## src/rtl/cpu_pkg.sv

```systemverilog
// Shared CPU definitions: stack-unit operation encoding and FSM state type.
package cpu_pkg;

    localparam logic [1:0] OP_PUSH = 2'b00;
    localparam logic [1:0] OP_POP  = 2'b01;
    localparam logic [1:0] OP_CALL = 2'b10;
    localparam logic [1:0] OP_RET  = 2'b11;

    typedef enum logic [1:0] {
        ST_IDLE = 2'b00,
        ST_EXEC = 2'b01,
        ST_RESP = 2'b10
    } stk_state_t;

    // PUSH and CALL write the stack; POP and RET read it.
    function automatic logic op_is_write(input logic [1:0] op);
        return (op == OP_PUSH) || (op == OP_CALL);
    endfunction

endpackage

```

## src/rtl/call_stack_unit_if.sv

```systemverilog
// Request/response bus between the controller and the call stack unit.
interface call_stack_unit_if #(
    parameter int DATA_W = 16,
    parameter int PTR_W  = 4
);
    logic              req_valid;
    logic              req_ready;
    logic [1:0]        req_op;
    logic [DATA_W-1:0] req_data;
    logic [DATA_W-1:0] req_pc;
    logic              rsp_valid;
    logic              rsp_ready;
    logic [DATA_W-1:0] rsp_data;
    logic              rsp_err;
    logic [PTR_W:0]    count;
    logic              full;
    logic              empty;

    modport master (
        output req_valid, req_op, req_data, req_pc, rsp_ready,
        input  req_ready, rsp_valid, rsp_data, rsp_err, count, full, empty
    );

    modport slave (
        input  req_valid, req_op, req_data, req_pc, rsp_ready,
        output req_ready, rsp_valid, rsp_data, rsp_err, count, full, empty
    );
endinterface

```

## src/rtl/stack_ram.sv

```systemverilog
// Single-port register array: synchronous write, combinational read.
module stack_ram #(
    parameter int DATA_W = 16,
    parameter int DEPTH  = 16,
    parameter int PTR_W  = $clog2(DEPTH)
) (
    input  logic              clock,
    input  logic              wr_en,
    input  logic [PTR_W-1:0]  addr,
    input  logic [DATA_W-1:0] wr_data,
    output logic [DATA_W-1:0] rd_data
);
    logic [DATA_W-1:0] mem [DEPTH];

    always_ff @(posedge clock) begin
        if (wr_en) mem[addr] <= wr_data;
    end

    assign rd_data = mem[addr];
endmodule

```

## src/rtl/call_stack_unit.sv

```systemverilog
// Hardware call stack: PUSH/POP/CALL/RET over a valid/ready bus, three-state FSM.
module call_stack_unit
    import cpu_pkg::*;
#(
    parameter int DATA_W = 16,
    parameter int DEPTH  = 16,
    parameter int PTR_W  = $clog2(DEPTH)
) (
    input logic         clock,
    input logic         reset,
    call_stack_unit_if.slave bus
);
    localparam logic [PTR_W:0]   FULL_CNT = DEPTH[PTR_W:0];
    localparam logic [PTR_W:0]   CNT_ONE  = 1;
    localparam logic [PTR_W-1:0] PTR_ONE  = 1;

    stk_state_t        state;
    logic              req_ready_r, rsp_valid_r, rsp_err_r, full_r, empty_r;
    logic [DATA_W-1:0] rsp_data_r;
    logic [PTR_W:0]    count_r, count_nxt;

    logic [1:0]        op_r;
    logic [DATA_W-1:0] data_r, pc_r;

    logic              is_write, wr_en, op_err;
    logic [PTR_W-1:0]  addr;
    logic [DATA_W-1:0] wr_data, rd_data, op_data;

    // Request fields are held for the EXEC cycle; they need no reset.
    always_ff @(posedge clock) begin
        if (state == ST_IDLE && bus.req_valid) begin
            op_r   <= bus.req_op;
            data_r <= bus.req_data;
            pc_r   <= bus.req_pc;
        end
    end

    assign is_write = op_is_write(op_r);
    // Writes go to the free slot at count; reads come from the top entry at count-1.
    assign addr     = is_write ? count_r[PTR_W-1:0] : count_r[PTR_W-1:0] - PTR_ONE;
    assign wr_data  = (op_r == OP_CALL) ? pc_r + DATA_W'(1) : data_r;

    always_comb begin
        wr_en     = 1'b0;
        op_err    = 1'b0;
        op_data   = '0;
        count_nxt = count_r;
        if (is_write) begin
            if (count_r == FULL_CNT) begin
                op_err = 1'b1;
            end else begin
                wr_en     = (state == ST_EXEC);
                count_nxt = count_r + CNT_ONE;
                op_data   = data_r;
            end
        end else begin
            if (count_r == '0) begin
                op_err = 1'b1;
            end else begin
                count_nxt = count_r - CNT_ONE;
                op_data   = rd_data;
            end
        end
    end

    stack_ram #(.DATA_W(DATA_W), .DEPTH(DEPTH), .PTR_W(PTR_W)) u_ram (
        .clock   (clock),
        .wr_en   (wr_en),
        .addr    (addr),
        .wr_data (wr_data),
        .rd_data (rd_data)
    );

    always_ff @(posedge clock) begin
        if (reset) begin
            state       <= ST_IDLE;
            req_ready_r <= 1'b1;
            rsp_valid_r <= 1'b0;
            rsp_data_r  <= '0;
            rsp_err_r   <= 1'b0;
            count_r     <= '0;
            full_r      <= 1'b0;
            empty_r     <= 1'b1;
        end else begin
            case (state)
                ST_IDLE: begin
                    if (bus.req_valid) begin
                        state       <= ST_EXEC;
                        req_ready_r <= 1'b0;
                    end
                end
                ST_EXEC: begin
                    state       <= ST_RESP;
                    rsp_valid_r <= 1'b1;
                    rsp_data_r  <= op_data;
                    rsp_err_r   <= op_err;
                    count_r     <= count_nxt;
                    full_r      <= (count_nxt == FULL_CNT);
                    empty_r     <= (count_nxt == '0);
                end
                ST_RESP: begin
                    if (bus.rsp_ready) begin
                        state       <= ST_IDLE;
                        rsp_valid_r <= 1'b0;
                        req_ready_r <= 1'b1;
                    end
                end
                default: begin
                    state       <= ST_IDLE;
                    req_ready_r <= 1'b1;
                    rsp_valid_r <= 1'b0;
                end
            endcase
        end
    end

    assign bus.req_ready = req_ready_r;
    assign bus.rsp_valid = rsp_valid_r;
    assign bus.rsp_data  = rsp_data_r;
    assign bus.rsp_err   = rsp_err_r;
    assign bus.count     = count_r;
    assign bus.full      = full_r;
    assign bus.empty     = empty_r;
endmodule
```

## src/flat_wrapper.sv

```systemverilog
// flat-port wrapper written by rule: the top's interface ports become plain ports
module call_stack_unit_flat import cpu_pkg::*;
#(
    parameter int DATA_W = 16,
    parameter int DEPTH  = 16,
    parameter int PTR_W  = $clog2(DEPTH)
)
  (clock, reset, bus_req_valid, bus_req_op, bus_req_data, bus_req_pc, bus_rsp_ready, bus_req_ready, bus_rsp_valid, bus_rsp_data, bus_rsp_err, bus_count, bus_full, bus_empty);
  call_stack_unit_if #(.DATA_W(DATA_W), .PTR_W(PTR_W)) bus_i ();
  input logic clock;
  input logic reset;
  input wire logic [$bits(bus_i.req_valid)-1:0] bus_req_valid;
  input wire logic [$bits(bus_i.req_op)-1:0] bus_req_op;
  input wire logic [$bits(bus_i.req_data)-1:0] bus_req_data;
  input wire logic [$bits(bus_i.req_pc)-1:0] bus_req_pc;
  input wire logic [$bits(bus_i.rsp_ready)-1:0] bus_rsp_ready;
  output wire logic [$bits(bus_i.req_ready)-1:0] bus_req_ready;
  output wire logic [$bits(bus_i.rsp_valid)-1:0] bus_rsp_valid;
  output wire logic [$bits(bus_i.rsp_data)-1:0] bus_rsp_data;
  output wire logic [$bits(bus_i.rsp_err)-1:0] bus_rsp_err;
  output wire logic [$bits(bus_i.count)-1:0] bus_count;
  output wire logic [$bits(bus_i.full)-1:0] bus_full;
  output wire logic [$bits(bus_i.empty)-1:0] bus_empty;
  assign bus_i.req_valid = bus_req_valid;
  assign bus_i.req_op = bus_req_op;
  assign bus_i.req_data = bus_req_data;
  assign bus_i.req_pc = bus_req_pc;
  assign bus_i.rsp_ready = bus_rsp_ready;
  assign bus_req_ready = bus_i.req_ready;
  assign bus_rsp_valid = bus_i.rsp_valid;
  assign bus_rsp_data = bus_i.rsp_data;
  assign bus_rsp_err = bus_i.rsp_err;
  assign bus_count = bus_i.count;
  assign bus_full = bus_i.full;
  assign bus_empty = bus_i.empty;
  call_stack_unit #(.DATA_W(DATA_W), .DEPTH(DEPTH), .PTR_W(PTR_W)) u_core (.clock(clock), .reset(reset), .bus(bus_i));
endmodule
```

## config.mk

```make
export PLATFORM = sky130hd
export DESIGN_NAME = call_stack_unit_flat
export DESIGN_NICKNAME = d
export VERILOG_FILES = /design/src/rtl/cpu_pkg.sv /design/src/rtl/call_stack_unit_if.sv /design/src/rtl/stack_ram.sv /design/src/rtl/call_stack_unit.sv /design/src/flat_wrapper.sv
export SDC_FILE = /design/constraint.sdc
export NUM_CORES = 1
export LEC_CHECK = 0
export ABC_AREA = 1
export CORE_UTILIZATION = 55
export CTS_BUF_LIST = sky130_fd_sc_hd__clkbuf_4 sky130_fd_sc_hd__clkbuf_8
export CTS_CLUSTER_SIZE = 25
export DETAILED_ROUTE_END_ITERATION = 8
export PLACE_DENSITY = 0.74
export SLEW_MARGIN = 20
export SYNTH_ARGS = -nofsm -noshare
export SYNTH_HDL_FRONTEND = slang
export SYNTH_HIERARCHICAL = 1
export SYNTH_SLANG_ARGS = --single-unit
```

## constraint.sdc

```tcl
create_clock -name clock -period 8.15 [get_ports clock]
set_clock_uncertainty 0.05 [all_clocks]
set_input_delay 1.63 -clock clock [delete_from_list [all_inputs] [get_ports clock]]
set_output_delay 1.63 -clock clock [all_outputs]
set_load 0.02 [all_outputs]
```

After elaboration in Yosys (flattened, before gate mapping). Memory sizes are Yosys's and may differ from the RTL's. Cells that the tools add are included.

Memories kept: 1. Input bits: 38. Output and inout port bits: 26. Logic and storage cells: 57. Bits in writable memories: 256. Register bits after elaboration: 62.

Add/sub/neg operators: 4. Bitwise gates (word level): 2. Equal/unequal tests: 7. Multiplexer cells: 23. Reductions and logical operators: 9.

Memories: u_core.u_ram.mem (depth 16, bits a word 16, read ports 1, clocked after Yosys merged registers in 0, wr ports 1, RTL line stack_ram.sv:13) `logic [DATA_W-1:0] mem [DEPTH];`.

Operators with widths (number): 16-bit 2-to-1 mux (4); 16-bit by 1-bit adder with 16-bit output, second input constant (1); 5-bit 2-to-1 mux (3); 5-bit == test, second input constant (2); 5-bit logical NOT (2); 1-bit 2-to-1 mux (10); 1-bit case mux with 3 select lines (2); 2-bit case mux with 3 select lines (1); 5-bit by 1-bit adder with 5-bit output, second input constant (1); 5-bit by 1-bit subtractor with 5-bit output, second input constant (1); 2-bit == test, second input constant (2); 2-bit logical NOT (2); 2-bit 2-to-1 mux (2); 4-bit 2-to-1 mux (1); 2-bit inequality test, second input constant (2); 2-bit AND reduction (2); 4-bit by 1-bit subtractor with 4-bit output, second input constant (1); 3-bit AND reduction (1); 2-bit by 1-bit == test with 1-bit output, second input constant (1); 1-bit NOT (2); 1-bit logical AND (1); 1-bit logical OR (1).

Depth between registers and ports, before layout. Gate-level depths: netlist (run 1). An unclocked memory read counts as a cell.

Depth in word-level cells: 6. Gate-level depth with buffers: 16.

Cells and area by module. The synthesis (run 1) kept the hierarchy.

Modules (own cells, without submodules): stack_ram (cells each 1054, seq. area each 7687.4 um2, instances 1, area each 10831.6 um2); call_stack_unit (cells each 325, seq. area each 1581.5 um2, instances 1, area each 2946.6 um2).

Worst setup path before layout (run 1). Ideal clock, no wire load.

Path kind: in2reg. Start point: input bus_req_valid. End point: register u_core.data_r[0] (enable). Path buffers: 0. Cell stages on the path: 2. Slack: 4563 ps. Library setup time: 425 ps. Required time: 7675 ps. Arrival time: 3112 ps. Cells stage by stage: inv_1 -> nor2_1.

Cells in the longest elaborated chain, start to end: 1.

RTL lines: from (decl) (RTL line flat_wrapper.sv:12) `input wire logic [$bits(bus_i.req_valid)-1:0] bus_req_valid;`; 1-bit logical AND (RTL line call_stack_unit.sv:31) `if (state == ST_IDLE && bus.req_valid) begin`; to (signal assigned) (RTL line call_stack_unit.sv:33) `data_r <= bus.req_data;`; to (decl) (RTL line call_stack_unit.sv:23) `logic [DATA_W-1:0] data_r, pc_r;`.

No other way between the ends. A chain may end at the register's enable or synchronous reset.

Worst setup path after layout (run 1).
Start point: register u_core.count_r[0] (netlist: u_core/bus.count[0]). End point: memory u_core.u_ram.mem[9][13] (enable).

Elaborated cells on any way between the ends: 7. Classes of those cells: add/sub (1); eq/ne (1); mux (5).

RTL lines: from (decl) (RTL line call_stack_unit.sv:20) `logic [PTR_W:0] count_r, count_nxt;`; from (signal assigned) (RTL line call_stack_unit.sv:97) `count_r <= count_nxt;`; 4-bit by 1-bit subtractor with 4-bit output (RTL line call_stack_unit.sv:40) `assign addr = is_write ? count_r[PTR_W-1:0] : count_r[PTR_W-1:0] - PTR_ONE;`; 4-bit 2-to-1 mux (RTL line call_stack_unit.sv:40); via u_core.addr[1] (RTL line call_stack_unit.sv:26) `logic [PTR_W-1:0] addr;`; to (decl) (RTL line stack_ram.sv:13).

The timed path passes the listed nets, and every way through them passes these cells.

==> results of run 1 <==
## kinds of logic after synthesis
family / count (synthesis) / synth area share
AND/OR/NAND/NOR: 868 / 0.2490
adder cells (fa/ha/maj): 3 / 0.002725
XOR/XNOR: 10 / 0.006357
flip-flops: 318 / 0.6727
buffers and inverters: 125 / 0.04622
AO/OA/AOI/OAI: 55 / 0.02297
## per-stage QoR
step / hold WS, ns / setup slack [ns] / cells / cell area [um2]
2_1_floorplan: 0.4142 / 4.563 / 1379 / 13780
3_3_place_gp: 0.4149 / 4.401 / 1720 / 14610
3_5_place_dp: 0.4244 / 4.286 / 1720 / 14610
4_1_cts: 0.4392 / 4.270 / 1804 / 15580
5_1_grt: 0.4531 / 3.996 / 1804 / 15580
6_report: 0.4365 / 4.214 / 1804 / 15580
## layout make-up
type | instances | area share
Clock buffer | 72 | 0.05597
Clock inverter | 12 | 0.006584
Inverter | 65 | 0.01598
Multi-Input combinational cell | 936 | 0.2534
Sequential cell | 318 | 0.5948
Tap cell | 324 | 0.02602
Timing Repair Buffer | 77 | 0.04721
## routing by layer
layer,global-route usage,vias up,share of wire
met4,0.1061,0,0.037
met2,0.4105,385,0.49
met3,0.03584,82,0.075
li1,-,4618,-
met1,0.3172,4378,0.40
met5,0,-,0
## synthesized netlist by cell type (6+ instances only)
library cell / number
xor2_1: 7
dfxtp_1: 28
a21oi_1: 12
o21ai_0: 13
clkbuf_1: 10
nand4_1: 6
buf_2: 31
nand2_1: 776
nand3_1: 37
a31oi_1: 16
o21ai_1: 7
inv_1: 59
buf_6: 13
edfxtp_1: 290
nor2_1: 26
## critical path, delay by kind of cell, from the launching register on
family / cells / cell delay (ns)
simple gates: 2 / 1.22
flops: 1 / 0.55
compound gates: 1 / 0.07
buf+inv: 4 / 1.21
fa+ha+maj: 1 / 0.40
## state kept, by name, summed over array words and instances, names as in the netlist
| register | cells |
|---|---|
| u_core/bus.count | 5 |
| u_core/data_r | 16 |
| u_core/op_r | 2 |
| u_core/bus.rsp_err | 1 |
| u_core/bus.empty | 1 |
| u_core/bus.req_ready | 1 |
| u_core/bus.rsp_valid | 1 |
| u_core/pc_r | 16 |
| u_core/state | 2 |
| u_core/bus.rsp_data | 16 |
| u_core/bus.full | 1 |
| u_core/u_ram/mem | 256 |
## cell usage in the layout (no fill, tap or decap), types with 4 or more instances in the layout
master | synthesis | final
edfxtp_1 | 290 | 290
dfxtp_1 | 28 | 28
clkinv_1 | 0 | 8
nor3_1 | 4 | 4
a31oi_1 | 16 | 16
inv_2 | 4 | 5
nand3_1 | 37 | 37
clkbuf_4 | 0 | 19
nand4_1 | 6 | 6
a21oi_1 | 12 | 12
clkbuf_8 | 0 | 53
nor2_1 | 26 | 9
buf_4 | 4 | 14
inv_1 | 59 | 58
o21ai_0 | 13 | 12
clkdlybuf4s50_1 | 0 | 63
nor2_2 | 5 | 22
xor2_1 | 7 | 6
nand2_1 | 776 | 776
o21ai_1 | 7 | 6
## worst paths after layout
check                      start                       to  slack (ns)
min reg2reg      u_core/bus.full          u_core/bus.full        0.44
min              u_core/bus.full          u_core/bus.full        0.44
max          u_core/bus.count[0]  u_core/u_ram/mem[9][13]        4.21
max reg2reg  u_core/bus.count[0]  u_core/u_ram/mem[9][13]        4.21
## power by group through the flow
| stage | clock, W | sequential, W | combinational [W] |
|---|---|---|---|
| 2_1_floorplan | 0 | 0.00189 | 0.000360 |
| 3_3_place_gp | 0 | 0.00188 | 0.000520 |
| 3_5_place_dp | 0 | 0.00189 | 0.000529 |
| 4_1_cts | 0.00133 | 0.00185 | 0.000530 |
| 5_1_grt | 0.00139 | 0.00185 | 0.000592 |
| 6_report | 0.00131 | 0.00185 | 0.000535 |
==> flow_metrics.env, run 1 <==
export IMPL_min_path_type="flop to flop"
export IMPL_synthCells=1379
export IMPL_path_common_cell="buf_4"
export IMPL_cts_hold_buffers_added=0
export IMPL_root_buffer="clkbuf_8"
export IMPL_detail_route_first_pass_iterations=5
export IMPL_wl_mm=30.64
export IMPL_path_max_fanout=67
export IMPL_powerDensity_nw_per_um2=237.2
export IMPL_power_switching_w=0.0009735
export IMPL_ys_warnings_count=6
export IMPL_pwr_share_comb=0.145
export IMPL_max_stage_delay_ns=0.82
export IMPL_cts_sinks=318
export IMPL_grt_max_degree=99
export IMPL_synth_edf_count=290
export IMPL_yosysTopAreaCell="edfxtp_1"
export IMPL_rsz0062_at_grt="no"
export IMPL_vias_per_cell=5.246
export IMPL_switching_share=0.2634
export IMPL_status="completed"
export IMPL_multi_input_area_um2=3949
export IMPL_antenna_cells=0
export IMPL_place_gp_congestion=0.8774
export IMPL_grt_pass1_wl_mm=47.78
export IMPL_vias=9463
export IMPL_report_final_setup_viol=0
export IMPL_layout_drive_gt1_share=0.09122
export IMPL_ios=64
export IMPL_nNetsFinal=1488
export IMPL_utilization=0.6370
export IMPL_worstSetupPathType="flop to flop"
export IMPL_whs_path_depth=2
export IMPL_async_reset_ff_frac=0
export IMPL_htree_levels=2
export IMPL_critPathLaunchType="flop"
export IMPL_portBuffers=63
export IMPL_p_total_w=0.003695
export IMPL_max_freq_mhz=254.1
export IMPL_endpoint_kind="flop"
export IMPL_relSlewSlack=0.3013
export IMPL_required_ns=8.27
export IMPL_n_fill_cell=1905
export IMPL_antenna_found_initial=0
export IMPL_die_width_um=160.3
export IMPL_ys_seq_area_frac=0.6727
export IMPL_clkSlewWorstSetupHoldPaths_ns=0.06
export IMPL_wl_per_cell_um=16.98
export IMPL_synth_main_ff_cell="edfxtp_1"
export IMPL_overflow=0
export IMPL_initial_utilization=0.5632
export IMPL_cts_tree="done"
export IMPL_p_int_w=0.002722
export IMPL_initialDrtViolationCount=791
export IMPL_cp_slowest_cell="nor2_2"
export IMPL_avgSynthCellArea_um2=9.991
export IMPL_clk_latency_ns=0.56
export IMPL_fin_crit_sh=0.4829
export IMPL_dieArea_um2=25690
export IMPL_synthDistinctLibCells=38
export IMPL_r2r_cells=8
export IMPL_synth_seq_cells=318
export IMPL_ant_nets=0
export IMPL_synth_area_um2=13780
export IMPL_rows=57
export IMPL_arrival_ns=4.05
export IMPL_coreArea_um2=24460
export IMPL_worst_ir_drop_vdd_mv=0.1458
export IMPL_seqCellArea_um2=9269
export IMPL_grt_pass1_vias=9228
export IMPL_grtUsageTotal=0.2443
export IMPL_cts_setup_buffers=0
export IMPL_min_period_ns=3.936
export IMPL_yosys_top_cells_area="edfxtp_1, nand2_1, dfxtp_1, inv_1, nand3_1"
export IMPL_cts_resized=0
export IMPL_synth_top_area_share=0.6320
export IMPL_clkPwrFrac=0.354
export IMPL_setup_tns_final_ns=0
export IMPL_die_y_um=160.3
export IMPL_max_cap_violations=0
export IMPL_final_max_slew_viol_count=0
export IMPL_power_leakage_nw=6.415
export IMPL_worst_slew_pin_slew_ns=1.048
export IMPL_clockBufferDepth=3
export IMPL_syn_nets=1420
export IMPL_areaGrowthSynthToFinish_pct=13.09
export IMPL_crit_chain="inv_1 > ha_1 > o21ai_4 > buf_4 > inv_2 > buf_4 > nand3_1 > nor2_2"
export IMPL_power_frac_seq=0.501
export IMPL_cts_buffers=49
export IMPL_drcViolationCount=0
export IMPL_hold_viol=0
export IMPL_dpl_hpwl_mm=19.16
Note: power is estimated with default switching activity, not from simulation.
==> run 2: changes to the inputs <==
--- a/config.mk
+++ b/config.mk
@@ -10,7 +10,7 @@
 export CTS_BUF_LIST = sky130_fd_sc_hd__clkbuf_4 sky130_fd_sc_hd__clkbuf_8
 export CTS_CLUSTER_SIZE = 25
 export DETAILED_ROUTE_END_ITERATION = 8
-export PLACE_DENSITY = 0.74
+export PLACE_DENSITY = 0.77
 export SLEW_MARGIN = 20
 export SYNTH_ARGS = -nofsm -noshare
 export SYNTH_HDL_FRONTEND = slang
==> constraint.sdc (replaced) <==
create_clock -name clock -period 3.2 [get_ports clock]
set_clock_uncertainty 0.05 [all_clocks]
set_input_delay 0.64 -clock clock [delete_from_list [all_inputs] [get_ports clock]]
set_output_delay 0.64 -clock clock [all_outputs]
set_load 0.02 [all_outputs]
==> run 2 against run 1 <==
  * Worst hold slack barely moved
  * Sequential cell count stayed put
  * Critical path depth rose by 6
  * Setup slack worse by 3.8 ns
  * Critical endpoint is now u_core/bus.rsp_data[5]
==> flow_metrics.env, run 2 (same netlist as run 1, synthesis figures left out) <==
export IMPL_initialDrtViolationCount=1089
export IMPL_arrival_ns=3.16
export IMPL_cts_buffers=50
export IMPL_dpl_hpwl_mm=21.79
export IMPL_dieArea_um2=25690
export IMPL_rows=57
export IMPL_power_leakage_nw=6.655
export IMPL_cts_resized=0
export IMPL_hold_viol=0
export IMPL_max_freq_mhz=365.3
export IMPL_final_cell_mix="nand2_1, edfxtp_1, clkdlybuf4s50_1, inv_1, buf_4"
export IMPL_cts_sinks=318
export IMPL_clockBufferDepth=3
export IMPL_vias=9726
export IMPL_cts_tree="done"
export IMPL_overflow=0
export IMPL_portBuffers=63
export IMPL_worst_ir_drop_vdd_mv=0.3928
export IMPL_vias_per_cell=5.252
export IMPL_grt_max_degree=92
export IMPL_antenna_found_initial=0
export IMPL_min_path_type="flop to flop"
export IMPL_grtUsageTotal=0.2645
export IMPL_setup_tns_final_ns=0
export IMPL_cts_setup_buffers=0
export IMPL_worst_slew_pin_slew_ns=0.7610
export IMPL_final_max_slew_viol_count=0
export IMPL_nNetsFinal=1532
export IMPL_relSlewSlack=0.4873
export IMPL_min_period_ns=2.737
export IMPL_regMostFlops="u_core/u_ram/mem"
export IMPL_final_common_cell="nand2_1"
export IMPL_status="completed"
export IMPL_cts_hold_buffers_added=0
export IMPL_wl_per_cell_um=17.86
export IMPL_switching_share=0.2684
export IMPL_grt_pass1_wl_mm=51.29
export IMPL_clkPwrFrac=0.351
export IMPL_path_max_fanout=16
export IMPL_clkSlewWorstSetupHoldPaths_ns=0.06
export IMPL_drcViolationCount=0
export IMPL_die_y_um=160.3
export IMPL_powerDensity_nw_per_um2=594.4
export IMPL_timing_hold_ws_ns=0.4364
export IMPL_endpoint_kind="flop"
export IMPL_fin_crit_sh=0.8554
export IMPL_layout_drive_gt1_share=0.1073
export IMPL_clk_latency_ns=0.57
export IMPL_detail_route_first_pass_iterations=5
export IMPL_root_buffer="clkbuf_8"
export IMPL_pwr_share_comb=0.151
export IMPL_htree_levels=2
export IMPL_power_switching_w=0.002536
export IMPL_ios=64
export IMPL_required_ns=3.62
export IMPL_grt_pass1_vias=9325
export IMPL_rsz0062_at_grt="no"
export IMPL_coreArea_um2=24460
export IMPL_p_int_w=0.006912
export IMPL_antenna_cells=0
export IMPL_max_cap_violations=0
export IMPL_largest_reg_flops=256
export IMPL_place_gp_congestion=0.9169
export IMPL_report_final_setup_viol=0
export IMPL_initial_utilization=0.5632
export IMPL_critPathLaunchType="flop"
export IMPL_ant_nets=0
export IMPL_wl_mm=33.08
export IMPL_power_frac_seq=0.499
export IMPL_areaGrowthSynthToFinish_pct=15.36
export IMPL_worstSetupPathType="flop to flop"
export IMPL_die_width_um=160.3
==> run 2: changes by cell type in the layout (fill, tap and decap cells not counted), sizes merged <==
cell / change
buf: +43
bufinv: -1
clkbuf: +3
clkinv: +2
clkinvlp: +1
==> run 2: per-stage QoR <==
stage / worst slack, ns / util / power [W] / area (um2) / cells
finish: 0.4627 / 0.6497 / 0.009448 / 15890 / 1852
global placement: 0.5447 / 0.6101 / 0.006178 / 14920 / 1763
floorplan: 0.05320 / - / 0.005725 / 13780 / 1379
CTS: 0.5064 / 0.6497 / 0.009492 / 15890 / 1852
detailed placement: 0.5200 / 0.6101 / 0.006208 / 14920 / 1763
global route: 0.2445 / 0.6497 / 0.009819 / 15890 / 1852
==> run 2: metal layers <==
metal	part of all wire	track usage	vias up	wire length, um
li1	-	-	4720	-
met1	0.41	0.3633	4519	13570
met2	0.47	0.4257	419	15650
met3	0.086	0.04727	68	2839
met4	0.031	0.09351	0	1024
met5	0	0	-	0
==> run 2: cell type report <==
| class | count | area (um2) |
|---|---|---|
| tap | 324 | 405.4 |
| sequential | 318 | 9269 |
| inverter | 65 | 249.0 |
| timing repair buffer | 120 | 1096 |
| fill | 1899 | 8568 |
| clock inverter | 14 | 87.58 |
| clock buffer | 75 | 882.1 |
| multi-input combinational | 936 | 3905 |
==> run 2: worst max-delay path, cell delays in order, from the launching register on <==
cell     delay [ns]
dfxtp_1        0.44
inv_1          0.11
ha_1           0.30
xor2_1         0.19
nand2_1        0.07
o21ai_0        0.19
inv_1          0.14
nand2_1        0.12
inv_1          0.46
nand2_1        0.12
nand2_1        0.08
inv_1          0.04
nand2_1        0.09
nand3_1        0.10
a31oi_1        0.15
==> run 2: power groups by stage <==
stage,registers [W],logic (W),clock network (W)
CTS,0.00471,0.00142,0.00337
detailed placement,0.00479,0.00141,0
global route,0.00471,0.00157,0.00354
floorplan,0.00481,0.000917,0
global placement,0.00479,0.00138,0
finish,0.00471,0.00143,0.00331
==> run 2: worst paths after layout <==
path                            start                      to  slack, ns  depth (start not counted)
setup reg to reg  u_core/bus.count[1]  u_core/bus.rsp_data[5]       0.46                         14
hold reg to reg      u_core/bus.empty        u_core/bus.empty       0.44                          2
hold / removal       u_core/bus.empty        u_core/bus.empty       0.44                          2
setup / recovery  u_core/bus.count[1]  u_core/bus.rsp_data[5]       0.46                         14
==> run 3: changes to the inputs <==
--- a/config.mk
+++ b/config.mk
@@ -8,7 +8,6 @@
 export ABC_AREA = 1
 export CORE_UTILIZATION = 55
 export CTS_BUF_LIST = sky130_fd_sc_hd__clkbuf_4 sky130_fd_sc_hd__clkbuf_8
-export CTS_CLUSTER_SIZE = 25
 export DETAILED_ROUTE_END_ITERATION = 8
 export PLACE_DENSITY = 0.77
 export SLEW_MARGIN = 20
==> results of run 3 <==
Final layout, timing and power as in run 2 (identical DEF).
